<file path="src/rtl/forwarding_unit.sv">
// Data-hazard forwarding control: compares the ID/EX source registers against the
// EX/MEM and MEM/WB destinations and registers a 2-bit operand-mux select per ALU operand.
module forwarding_unit #(
  parameter int REG_W        = 4,
  parameter int ZERO_REG_FWD = 0
) (
  input  logic             clk,
  input  logic             rst,
  input  logic [REG_W-1:0] IFEXReg1,
  input  logic [REG_W-1:0] IFEXReg2,
  input  logic [REG_W-1:0] EXMEMReg1,
  input  logic [REG_W-1:0] MEMWBReg1,
  input  logic             WriteEnable,
  output logic [1:0]       out1,
  output logic [1:0]       out2
);

  localparam logic [1:0] SEL_REGFILE = 2'b00;
  localparam logic [1:0] SEL_EXMEM   = 2'b10;
  localparam logic [1:0] SEL_MEMWB   = 2'b01;

  // A write to register 0 is discarded by the register file, so it must not forward
  // unless the zero register is configured as an ordinary register.
  logic ex_dest_valid;
  logic wb_dest_valid;

  assign ex_dest_valid = WriteEnable && ((ZERO_REG_FWD != 0) || (EXMEMReg1 != '0));
  assign wb_dest_valid = WriteEnable && ((ZERO_REG_FWD != 0) || (MEMWBReg1 != '0));

  logic [REG_W-1:0] src      [2];
  logic [1:0]       sel_next [2];
  logic [1:0]       sel_reg  [2];

  assign src[0] = IFEXReg1;
  assign src[1] = IFEXReg2;

  genvar gi;
  generate
    for (gi = 0; gi < 2; gi++) begin : g_operand
      logic ex_hit;
      logic wb_hit;

      assign ex_hit = ex_dest_valid && (EXMEMReg1 == src[gi]);
      assign wb_hit = wb_dest_valid && (MEMWBReg1 == src[gi]);

      // EX/MEM holds the most recent producer, so it takes priority over MEM/WB.
      always_comb begin
        sel_next[gi] = SEL_REGFILE;
        if (ex_hit) begin
          sel_next[gi] = SEL_EXMEM;
        end else if (wb_hit) begin
          sel_next[gi] = SEL_MEMWB;
        end
      end

      always_ff @(posedge clk or negedge rst) begin
        if (!rst) begin
          sel_reg[gi] <= SEL_REGFILE;
        end else begin
          sel_reg[gi] <= sel_next[gi];
        end
      end
    end
  endgenerate

  assign out1 = sel_reg[0];
  assign out2 = sel_reg[1];

endmodule

</file>
<file path="config.mk">
export PLATFORM = sky130hd
export DESIGN_NAME = forwarding_unit
export DESIGN_NICKNAME = d
export VERILOG_FILES = /design/src/rtl/forwarding_unit.sv
export SDC_FILE = /design/constraint.sdc
export NUM_CORES = 1
export LEC_CHECK = 0
export ABC_AREA = 1
export BUFFER_PORTS_ARGS = -buffer_cell sky130_fd_sc_hd__buf_2
export CAP_MARGIN = 25
export CORE_AREA = 2 2 39 41
export DETAILED_ROUTE_END_ITERATION = 7
export DIE_AREA = 0 0 41 43
export SLEW_MARGIN = 20
export SYNTH_ARGS = -nofsm -noshare
export SYNTH_HDL_FRONTEND = slang
export SYNTH_SLANG_ARGS = --single-unit
</file>
<file path="constraint.sdc">
create_clock -name clk -period 0.8 [get_ports clk]
set_clock_uncertainty 0.1 [all_clocks]
set_input_delay 0.16 -clock clk [delete_from_list [all_inputs] [get_ports clk]]
set_output_delay 0.16 -clock clk [all_outputs]
set_load 0.05 [all_outputs]
</file>
# Yosys cells after proc, flatten, opt, wreduce, memory -nomap -nowiden

Cells that the tools add are included.

Input port bits: 19
Word-level logic and storage cells: 18
Output and inout port bits: 4
Flip-flop bits (word level): 4

Multiplexer cells: 4
Equal/unequal tests: 4
Reductions and logical operators: 8

Operators with widths:

| operator           | number |
|---|---|
| 4-bit == test      | 4 |
| 4-bit nonzero test | 2 |
| 1-bit logical AND  | 6 |
| 2-bit 2-to-1 mux   | 2 |
| 1-bit 2-to-1 mux   | 2 |

# Depth between registers and ports, before layout

Word-level depth: 5
Gate-level depth with buffers: 7
Mapped depth without buffers: 7

# Worst setup path before layout

OpenSTA, ideal clock, no wires.

Kind: flip-flop to output port
From: register sel_reg, in the netlist out1[0]
To: output port out1[0]
Required time: 0.540 ns
Path buffers: 0
Slack: -0.046 ns
Stages on the path, launching flop included: 1
Data arrival time: 0.586 ns
Cell sequence: dfrtp_1

RTL lines:

| item                              | RTL line | RTL |
|---|---|---|
| from (decl)                       | 32       | `logic [1:0] sel_reg [2];` |
| from (signal, indexed assignment) | 60       | `sel_reg[gi] <= sel_next[gi];` |
| to (decl)                         | 14       | `output logic [1:0] out1,` |

No word-level cell between the ends.

# Worst setup path in the final report

From: register sel_reg, in the netlist out1[0]
To: output port out1[0]

No word-level cell between the ends.

==> out/results.ini <==
[cells_and_area]
nNetsFinal = 133
final_cell_mix = nand2_1, nor2_1, buf_2
fin_area_um2 = 668
drive_gt1_frac = 0.375
syn2layout_area_growth_pct = 58.0
fin_cells = 128
diodes = 0
final_common_cell = nand2_1

[worst_setup_path]
crit_family = flip-flops
required_ps = 540
cp-end-kind = output pin
critPathMaxFanout = 1
critPathMaxStageDelay_ps = 380
crit_buf_inv = 1
critPathKind = register to output pin
cp-start-kind = register
crit_chain = buf_6
worstPathArrival_ps = 760
crit_slowest_cell = dfrtp_2

[timing]
worstMarginPinSlew_ps = 196
slew_headroom = 0.869
fin_hold_ws_ps = 103
setup_viol = 4
min_period_ps = 1020
finalCritPeriodShare = 1.28
fmax_ghz = 0.979
rsz0062_at_grt = yes
fin_ws_ps = -221
report.final.slew_viol_count = 0
final_hold_viol_count = 0

[yosys]
syn_nets = 104
yosysUniqueCellTypes = 9
syn_inst = 85
seq_area_frac_synth = 0.237
ys_warn_count = 0
syn-cell-area_um2 = 423
ys_ff_latch = 4
syn_area_per_cell_um2 = 4.98

[run_status]
failed_checks = negative setup slack
status = complete, but fails checks

[pwr]
clockPowerShare = 0.329
power.density_mw_per_mm2 = 1080
switching_power_mw = 0.220
sw_frac_of_total = 0.307
peakVddDrop_mv = 0.296
combPwrFrac = 0.374
intPower_mw = 0.498
power_frac_seq = 0.297
power_leakage_nw = 0.425

[clock_network]
clock-sinks = 4
postCtsSetupRepairBufs = 0
cts_tree = built
tritoncts.num_buffers = 3
path_clk_slew_ps = 30
cts_root_buffer = clkbuf_4
htreeDepth = 1
cts.path.max_buffers = 2

[placement]
dp_cells = 124
globalplace.congestion = 0.840
port_buffers = 22
place_area_um2 = 566
dp_hpwl_um = 832

[floorplanning]
coreArea_mm2 = 0.00138
ios = 23
chipWidth_um = 41
dieArea_mm2 = 0.00176
rows = 14
die_y_um = 43
start_util = 0.306

[grt]
grt_max_degree = 5
grt-ovfl-total = 0
grt_usage = 0.146
antenna_found_initial = 0
grt_pass1_vias = 511
grt_pass1_wl_um = 1800

[route]
dr.first_iter.drc_count = 17
wl_um = 1000
via_count = 538
drc = 0
wire_per_inst_um = 7.83
vias_per_cell = 4.20
dr.pass1.iters = 4
drt.antenna.violating_nets = 0

[min_path]
hold_path.class = input port to register

[run]
drv_cap = 0

==> routing by layer <==
layer,global-route usage,vias up,share of wire
met5,0,-,0
met4,0.0800,0,0
met3,0.0314,0,0.049
met2,0.244,13,0.54
met1,0.160,227,0.41
li1,-,298,-
==> cells by family (layout without fill, tap and decap cells) <==
family / Yosys count / count (layout) / share of synthesized area
buf+inv: 16 / 43 / 0.142
xor+xnor: 2 / 2 / 0.0414
simple gates: 61 / 61 / 0.550
compound gates: 2 / 2 / 0.0296
flops: 4 / 4 / 0.237
==> stage by stage <==
step / TNS (ps) / setup slack [ps] / power (mW) / util
final: -882 / -221 / 0.719 / 0.483
after global routing: -1010 / -260 / 0.791 / 0.483
after CTS: -932 / -236 / 0.709 / 0.450
after detailed placement: -600 / -170 / 0.446 / 0.409
after global placement: -618 / -171 / 0.445 / 0.409
after floorplan: 0 / 28.7 / 0.347 / -
==> cell usage after synthesis (all sizes together) <==
cell / instances / area, um^2
a21boi: 1 / 7.51
dfrtp: 4 / 100
inv: 16 / 60.1
nand2: 44 / 165
nand3: 3 / 15.0
nor2: 14 / 52.6
o21ai: 1 / 5.00
xor2: 2 / 17.5
==> final timing paths <==
| path | from | to | slack (ps) | cells past startpoint |
|---|---|---|---|---|
| max | out1[0]$_DFF_PN0_ | out1[0] | -220 | 1 |
| min | WriteEnable | out1[1]$_DFF_PN0_ | 100 | 3 |
| max in group asynchronous | rst | out2[1]$_DFF_PN0_ | 310 | 2 |
| min in group asynchronous | rst | out1[1]$_DFF_PN0_ | 160 | 2 |
==> layout make-up <==
class,instances,area (um^2)
timing repair buffer,24,186
tap,16,20.0
inverter,16,60.1
sequential,4,105
clock buffer,3,22.5
fill,148,716
multi-input combinational,65,274
==> flip-flops by register name (all words and copies together), names as in the netlist <==
signal and cells:
out2 2, out1 2
==> power by group through the flow <==
stage / clock, mW / combinational [mW] / sequential, mW
floorplan: 0 / 0.109 / 0.238
global placement: 0 / 0.231 / 0.214
detailed placement: 0 / 0.231 / 0.214
CTS: 0.252 / 0.244 / 0.214
global route: 0.270 / 0.307 / 0.214
finish: 0.237 / 0.268 / 0.213
==> timing repair <==
item,in CTS,in global routing
setup endpoints to repair,4,6
hold buffers,1,0
resized for setup,8,17
cloned,0,0
endpoints found under the hold margin,4,0
pin swaps,0,6
No activity file was read; power rests on OpenSTA's default activity.
